===== src/rtl/aes_key_sequencer.sv =====
// ---------------------------------------------------------------------------
// aes_key_sequencer
//
// Purpose:
//   Drives an external AES-256 key-schedule stage through all 15 rounds
//   (0..14), captures each round key into a local 15 x 128-bit buffer, and
//   then serves random-access reads of the stored round keys.
//
//   Handshake per round:
//     REQ  : key_en_o=1, round_count_o=cnt, wait for key_done_i pulse
//     CAPT : key_en_o=0, key_i (valid the cycle after key_done_i) is written
//            into buffer[cnt]; advance cnt or finish
//
// Ports:
//   clk_g          in   1    gated core clock, rising-edge
//   rst_n          in   1    asynchronous active-low reset
//   start_i        in   1    request a full key expansion (IDLE/READY only)
//   zeroize_i      in   1    (AES_KEYSEQ_ZEROIZE_EN only) wipe buffer, go IDLE
//   key_en_o       out  1    enable to the key-schedule stage
//   round_count_o  out  4    round index presented to the key-schedule stage
//   key_done_i     in   1    one-cycle done pulse from the key-schedule stage
//   key_i          in   128  round key, valid the cycle after key_done_i
//   busy_o         out  1    expansion in progress
//   ready_o        out  1    all 15 round keys stored
//   rd_en_i        in   1    round-key read request
//   rd_round_i     in   4    round-key read index
//   rk_o           out  128  read data (zero unless rk_valid_o)
//   rk_valid_o     out  1    read data valid strobe (one cycle)
//   rd_err_o       out  1    read error strobe (one cycle)
//
// Configuration:
//   AES_KEYSEQ_ZEROIZE_EN  adds the zeroize_i input. When undefined the
//                          buffer only changes through CAPT writes.
// ---------------------------------------------------------------------------
module aes_key_sequencer (
  input  logic         clk_g,
  input  logic         rst_n,
  input  logic         start_i,
`ifdef AES_KEYSEQ_ZEROIZE_EN
  input  logic         zeroize_i,
`endif
  output logic         key_en_o,
  output logic [3:0]   round_count_o,
  input  logic         key_done_i,
  input  logic [127:0] key_i,
  output logic         busy_o,
  output logic         ready_o,
  input  logic         rd_en_i,
  input  logic [3:0]   rd_round_i,
  output logic [127:0] rk_o,
  output logic         rk_valid_o,
  output logic         rd_err_o
);

  localparam logic [3:0] LAST_ROUND = 4'd14;

  typedef enum logic [1:0] {
    IDLE  = 2'd0,
    REQ   = 2'd1,
    CAPT  = 2'd2,
    READY = 2'd3
  } state_t;

  state_t       state;
  logic [3:0]   cnt;
  logic [127:0] key_buf [0:14];
  logic         zeroize;

`ifdef AES_KEYSEQ_ZEROIZE_EN
  assign zeroize = zeroize_i;
`else
  assign zeroize = 1'b0;
`endif

  // The round index seen by the schedule stage is simply the counter; it
  // advances during CAPT while key_en_o is low so the stage never sees an
  // enabled request with a changing index.
  assign round_count_o = cnt;

  // Sequencer FSM. All handshake/status outputs are registered alongside the
  // state so they always describe the state being entered.
  always_ff @(posedge clk_g or negedge rst_n) begin
    if (!rst_n) begin
      state    <= IDLE;
      cnt      <= 4'd0;
      key_en_o <= 1'b0;
      busy_o   <= 1'b0;
      ready_o  <= 1'b0;
    end else if (zeroize) begin
      // Zeroize wins over everything else in the same cycle.
      state    <= IDLE;
      cnt      <= 4'd0;
      key_en_o <= 1'b0;
      busy_o   <= 1'b0;
      ready_o  <= 1'b0;
    end else begin
      case (state)
        IDLE: begin
          if (start_i) begin
            state    <= REQ;
            cnt      <= 4'd0;
            key_en_o <= 1'b1;
            busy_o   <= 1'b1;
          end
        end

        REQ: begin
          // start_i is deliberately ignored while an expansion is running.
          if (key_done_i) begin
            state    <= CAPT;
            key_en_o <= 1'b0;
          end
        end

        CAPT: begin
          if (cnt == LAST_ROUND) begin
            state   <= READY;
            busy_o  <= 1'b0;
            ready_o <= 1'b1;
          end else begin
            state    <= REQ;
            cnt      <= cnt + 4'd1;
            key_en_o <= 1'b1;
          end
        end

        READY: begin
          // A concurrent read is still served from the old contents by the
          // read path, which looks at the current (READY) state.
          if (start_i) begin
            state    <= REQ;
            cnt      <= 4'd0;
            key_en_o <= 1'b1;
            busy_o   <= 1'b1;
            ready_o  <= 1'b0;
          end
        end

        default: begin
          state    <= IDLE;
          cnt      <= 4'd0;
          key_en_o <= 1'b0;
          busy_o   <= 1'b0;
          ready_o  <= 1'b0;
        end
      endcase
    end
  end

  // Round-key buffer. No reset: contents are unreachable until a complete
  // expansion has refilled every entry, so clearing them buys nothing.
  always_ff @(posedge clk_g) begin
    if (zeroize) begin
      for (int i = 0; i < 15; i++) begin
        key_buf[i] <= '0;
      end
    end else if (state == CAPT) begin
      key_buf[cnt] <= key_i;
    end
  end

  // Read port. Strobes and data are one-cycle registered responses; rk_o is
  // forced to zero whenever it does not carry a valid key so stale key
  // material never lingers on the bus.
  always_ff @(posedge clk_g or negedge rst_n) begin
    if (!rst_n) begin
      rk_o       <= '0;
      rk_valid_o <= 1'b0;
      rd_err_o   <= 1'b0;
    end else begin
      rk_o       <= '0;
      rk_valid_o <= 1'b0;
      rd_err_o   <= 1'b0;
      if (!zeroize && rd_en_i) begin
        if (state == READY && rd_round_i <= LAST_ROUND) begin
          rk_o       <= key_buf[rd_round_i];
          rk_valid_o <= 1'b1;
        end else begin
          rd_err_o <= 1'b1;
        end
      end
    end
  end

  // Structural invariants of the sequencer.
  cnt_in_range_a : assert property (@(posedge clk_g) disable iff (!rst_n)
    cnt <= LAST_ROUND);

  key_en_only_in_req_a : assert property (@(posedge clk_g) disable iff (!rst_n)
    key_en_o == (state == REQ));

  busy_matches_state_a : assert property (@(posedge clk_g) disable iff (!rst_n)
    busy_o == (state == REQ || state == CAPT));

  ready_matches_state_a : assert property (@(posedge clk_g) disable iff (!rst_n)
    ready_o == (state == READY));

  strobes_exclusive_a : assert property (@(posedge clk_g) disable iff (!rst_n)
    !(rk_valid_o && rd_err_o));

endmodule


===== config.mk =====
export PLATFORM = sky130hd
export DESIGN_NAME = aes_key_sequencer
export DESIGN_NICKNAME = d
export VERILOG_FILES = /design/src/rtl/aes_key_sequencer.sv
export SDC_FILE = /design/constraint.sdc
export NUM_CORES = 2
export LEC_CHECK = 0
export ABC_AREA = 1
export BUFFER_PORTS_ARGS = -buffer_cell sky130_fd_sc_hd__buf_4
export CAP_MARGIN = 20
export CORE_MARGIN = 2
export CORE_UTILIZATION = 40
export DETAILED_ROUTE_END_ITERATION = 7
export PLACE_DENSITY = 0.63
export SLEW_MARGIN = 40
export SYNTH_ARGS = -nofsm -noshare
export SYNTH_HDL_FRONTEND = slang
export SYNTH_SLANG_ARGS = --single-unit

===== constraint.sdc =====
create_clock -name clk_g -period 14.1 [get_ports clk_g]
set_input_delay 2.82 -clock clk_g [delete_from_list [all_inputs] [get_ports clk_g]]
set_output_delay 2.82 -clock clk_g [all_outputs]
set_load 0.005 [all_outputs]

### After elaboration in Yosys (flattened, before gate mapping)

Memories as Yosys holds them, arrays and structs flattened.
Cells that the tools add are included.

* add/sub/neg operators: 1
* magnitude comparators: 1
* equal/unequal tests: 9
* multiplexer cells: 24
* reduce and logical (&&, ||, !) cells: 10

Operator list (count)
* $mux 128: 2
* $mux 1: 12
* $reduce_and 3->1: 4
* $mux 4: 2
* $ne 2x2->1 const B: 4
* $pmux 4 s2: 1
* $mux 2: 3
* $pmux 2 s3: 1
* $add 4x1->4 const B: 1
* $eq 2x2->1 const B: 2
* $eq 4x4->1 const B: 1
* $le 4x4->1 const B: 1
* $pmux 1 s2: 2
* $reduce_bool 2->1: 2
* $pmux 1 s3: 1
* $eq 2x1->1 const B: 1
* $logic_not 2->1: 1
* $ne 2x1->1 const B: 1
* $reduce_and 2->1: 1
* $reduce_or 2->1: 1
* $logic_and 1x1->1: 1

* register bits: 139
* bits in writable memories: 1920
* input bits: 137
* output and inout port bits: 137
* logic and storage cells: 54
* memories kept: 1

Memories
* key_buf: depth 15, bits a word 128, rd ports 1, clocked after memory_dff 0, wr ports 1, line 66 `logic [127:0] key_buf [0:14];`

### Depth between registers and ports, before layout

* depth in word-level cells: 4
* mapped depth: 11
* depth with buffers taken out: 8

### Worst setup path after synthesis

OpenSTA, ideal clock, no wires.

* path type: reg-to-reg
* start: register cnt[0], in the netlist round_count_o[0]
* end: register cnt[0], in the netlist round_count_o[0]
* setup time: 0.119 ns
* data arrival time: 7.527 ns
* data required time: 13.981 ns
* path slack: 6.455 ns
* cell stages (with the launch flop): 7
* buffers on the path: 0
* clock period less this slack: 7.645 ns
* cell sequence: dfrtp_1 inv_1 ha_1 nand2_1 nor2_1 nor2_1 o21ai_0

* longest elaborated chain between the ends: 3
* elaborated cells on any way between the ends: 6
* classes of those cells: add/sub (1); eq/ne (2); mux (2); reduce/logical (1)

RTL lines
* start, declared: line 65 `logic [3:0] cnt;`
* start signal, assigned: line 122 `cnt <= cnt + 4'd1;`
* $add 4x1->4 or $eq 4x4->1 (tied branches): line 122, 116
* $mux 4 or $ne 2x2->1 (tied branches)
* $pmux 4 s2 or $reduce_and 3->1 (tied branches)

Parallel ways exist; a longest one is shown, timed or not. The select of a mux whose other input is x is not followed.
A chain may end at the register's enable or synchronous reset.

### Worst setup path in the final report

* start: input rd_round_i[1]
* end: register rk_o[70]

* longest elaborated chain between the ends: 4
* elaborated cells on any way between the ends: 5
* classes of those cells: order compare (1); mux (2); reduce/logical (1); memory (1)

RTL lines
* start, declared: line 49 `input logic [3:0] rd_round_i,`
* $le 4x4->1: line 175 `if (state == READY && rd_round_i <= LAST_ROUND) begin`
* $logic_and 1x1->1: line 175
* $mux 128 *: line 175
* $mux 128 *: line 174 `if (!zeroize && rd_en_i) begin`
* end signal, assigned: line 176 `rk_o <= key_buf[rd_round_i];`
* end, declared: line 50 `output logic [127:0] rk_o,`

Mark *: on every way between the ends. The rest lies on a longest branch, timed or not.

==> qor.yml <==
critical_path:
  crit_path_max_fanout: 76
  rrSetupSlack_ps: 10570
  cp-start-kind: "primary input"
  endpoint_kind: "flop"
  rr_endpoint: "key_buf[8][62]$_DFFE_PP_"
  critPathArrivalTime_ps: 6520
  r2r_cells: 6
  rr_startpoint: "state[0]$_DFFE_PN0P_"
  crit_end: "rk_o[70]$_DFF_PN0_"
  crit_path_start: "rd_round_i[1]"
  worstPathRequired_ps: 14810
  path_class: "primary input to flop"
clocking:
  h-tree-depth: 4
  cts_tree: "yes"
  cts.repair.resized: 0
  clk_pin_slew_worst_paths_ps: 60
  cts_max_path_buffers: 3
  cts_made_buffers: 209
  post-cts-setup-buffers: 0
  cts-root-buf: "clkbuf_16"
  cts_sinks: 2059
  insertion_delay_ps: 860
  cts-hold-fix-buffers: 0
status:
  status: "complete, no violations"
routing:
  dr.first_iter.drc_count: 4829
  wl_per_cell_um: 20.8
  wirelength_um: 220000
  ant_nets: 0
  avgViaCountPerCell: 5.09
  drc: 0
  dr.pass1.iters: 5
  num_vias: 53761
power_and_ir_drop:
  peakVddDrop_mv: 0.130
  finalPower_w: 0.0138
  p_seq_share_pct: 51.5
  internal_power_w: 0.0105
  power.switching_w: 0.00333
  swShare_pct: 24.1
  p_comb_share_pct: 8.9
  powerDensity_mw_per_mm2: 145
  power_frac_clock_pct: 39.5
  leakagePower_nw: 37.7
logic_synthesis:
  synth_top_area_share_pct: 69.1
  yosysUniqueCellTypes: 19
  netlist_area_mm2: 0.0835
  netlist_top_cells_area: "edfxtp_1 (69%), nand2_1 (12%), nand3_1 (5.4%)"
  synth-warning-count: 0
  synthCells: 7416
  synth_nets: 7560
  synth-seq-cells: 2059
  yosys.area.top_type: "edfxtp_1"
  ys_seq_area_share_pct: 73.2
  synth.avg_cell_area_um2: 11.3
timing:
  drv_slew: 0
  setup_tns_ps: 0
  worstMarginPinSlew_ps: 881
  min_period_ps: 5820
  fin_skew_ps: 56.8
  max_freq_mhz: 172
  rsz0062_at_grt: "no"
  finalCritPeriodShare_pct: 41.3
  setup_ws_ps: 8280
  setup_violations: 0
  relSlewSlack_pct: 41.2
  hold_violations: 0
finish:
  drive_above_1_share_pct: 8.88
  n_fill_cell: 18700
  area_growth_pct: 14.1
  register_area_mm2: 0.0611
  nets: 7731
  finalNonFillerCells: 10559
  multiInputGateArea_mm2: 0.0179
place:
  globalplace.congestion: 0.757
  dp_slack_ps: 7200
  port_buffers: 273
  dp_cells: 10159
  dp_hpwl_um: 107000
floorplanning:
  die_w_um: 461
  io-pin-count: 274
  rows: 167
  die_h_um: 461
  die-area_mm2: 0.212
  core_region_area_mm2: 0.207
  initial_core_util_pct: 40.3
grt:
  grt_pass1_vias: 52441
  antenna_found_initial: 33
  grt_pass1_wl_um: 328000
  grt_max_degree: 179
  grt_use_total_pct: 20.5
  overflow: 0
min_path:
  hold_class: "flop to flop"
job:
  maxCapViolations: 0
==> Yosys cell counts (all sizes together) <==
cell / number
a21oi: 386
a22oi: 1
buf: 314
clkbuf: 96
dfrtp: 139
edfxtp: 1920
ha: 7
inv: 656
nand2: 2577
nand3: 902
nor2: 406
nor3: 1
o21ai: 8
or2: 1
xor2: 2
==> power by group through the flow <==
stage / clock network, W / logic (W) / registers (W)
2_1_floorplan: 0 / 0.000625 / 0.00725
3_3_place_gp: 0 / 0.00121 / 0.00724
3_5_place_dp: 0 / 0.00124 / 0.00724
4_1_cts: 0.00554 / 0.00125 / 0.00711
5_1_grt: 0.00578 / 0.00136 / 0.00713
6_report: 0.00545 / 0.00123 / 0.00711
==> through the flow <==
step	hold WS, ps	cell area, µm²	util, %
global route	553	95300	46.0
finish	515	95300	46.0
floorplan	487	83500	-
global placement	496	87900	42.4
detailed placement	509	88300	42.6
CTS	524	95100	45.9
==> metal layers <==
layer | global-route usage [%] | vias to the layer above | share of wire [%]
met3 | 3.76 | 342 | 7.1
met2 | 34.0 | 1819 | 48
met4 | 5.94 | 38 | 2.1
met1 | 27.4 | 26515 | 42
li1 | - | 25047 | -
met5 | 0 | - | 0.10
==> cells by family (layout without fill, tap and decap cells) <==
kind of cell	after synthesis	in the layout	synth area share, %
and+or+nand+nor	3887	3887	18.8
xor gates and xnor gates	2	2	0.0210
adders and majority gates	7	7	0.105
buffers and inverters	1066	1417	5.43
DFF	2059	2059	73.2
other	0	4	0
AOI/OAI and AO/OA	395	395	2.37
==> state kept, by name, indices dropped and copies added (netlist names) <==
register,flops
busy_o,1
key_buf,1920
key_en_o,1
rd_err_o,1
ready_o,1
rk_o,128
rk_valid_o,1
round_count_o,4
state,2
==> worst min path at each step <==
stage / cells past startpoint / startpoint / endpoint / slack [ps]
floorplan: 2 / busy_o$_DFFE_PN0P_ / busy_o$_DFFE_PN0P_ / 490
finish: 2 / key_en_o$_DFFE_PN0P_ / key_en_o$_DFFE_PN0P_ / 510
detailed placement: 2 / key_en_o$_DFFE_PN0P_ / key_en_o$_DFFE_PN0P_ / 510
CTS: 2 / key_en_o$_DFFE_PN0P_ / key_en_o$_DFFE_PN0P_ / 520
global route: 2 / busy_o$_DFFE_PN0P_ / busy_o$_DFFE_PN0P_ / 550
global placement: 2 / key_en_o$_DFFE_PN0P_ / key_en_o$_DFFE_PN0P_ / 500
==> worst max-delay path, cell delays in order <==
cell,delay (ps)
buf_8,450
buf_4,710
buf_4,750
buf_4,480
buf_6,570
nand3_1,180
nand3_1,130
nand2_1,70
nor2_1,110
nor2_1,60
==> layout make-up <==
type                            count  area share, %
Clock buffer                      302           6.12
Clock inverter                     89          0.998
Multi-Input combinational cell   4291           18.8
Sequential cell                  2059           64.2
Tap cell                         2788           3.66
Inverter                          656           2.63
Antenna cell                        4         0.0105
Timing Repair Buffer              370           3.62
==> cell usage in the layout, fill, tap and decap left out, types with 15 or more instances in the layout <==
cell type	n
a21oi_1	386
buf_12	17
buf_16	15
buf_4	302
buf_6	30
clkbuf_1	69
clkbuf_16	210
clkbuf_8	24
clkinv_1	23
clkinv_2	31
dfrtp_1	139
edfxtp_1	1920
inv_1	652
nand2_1	2577
nand3_1	902
nor2_1	391
nor2_4	15
Power figures use the tool's default switching activity.
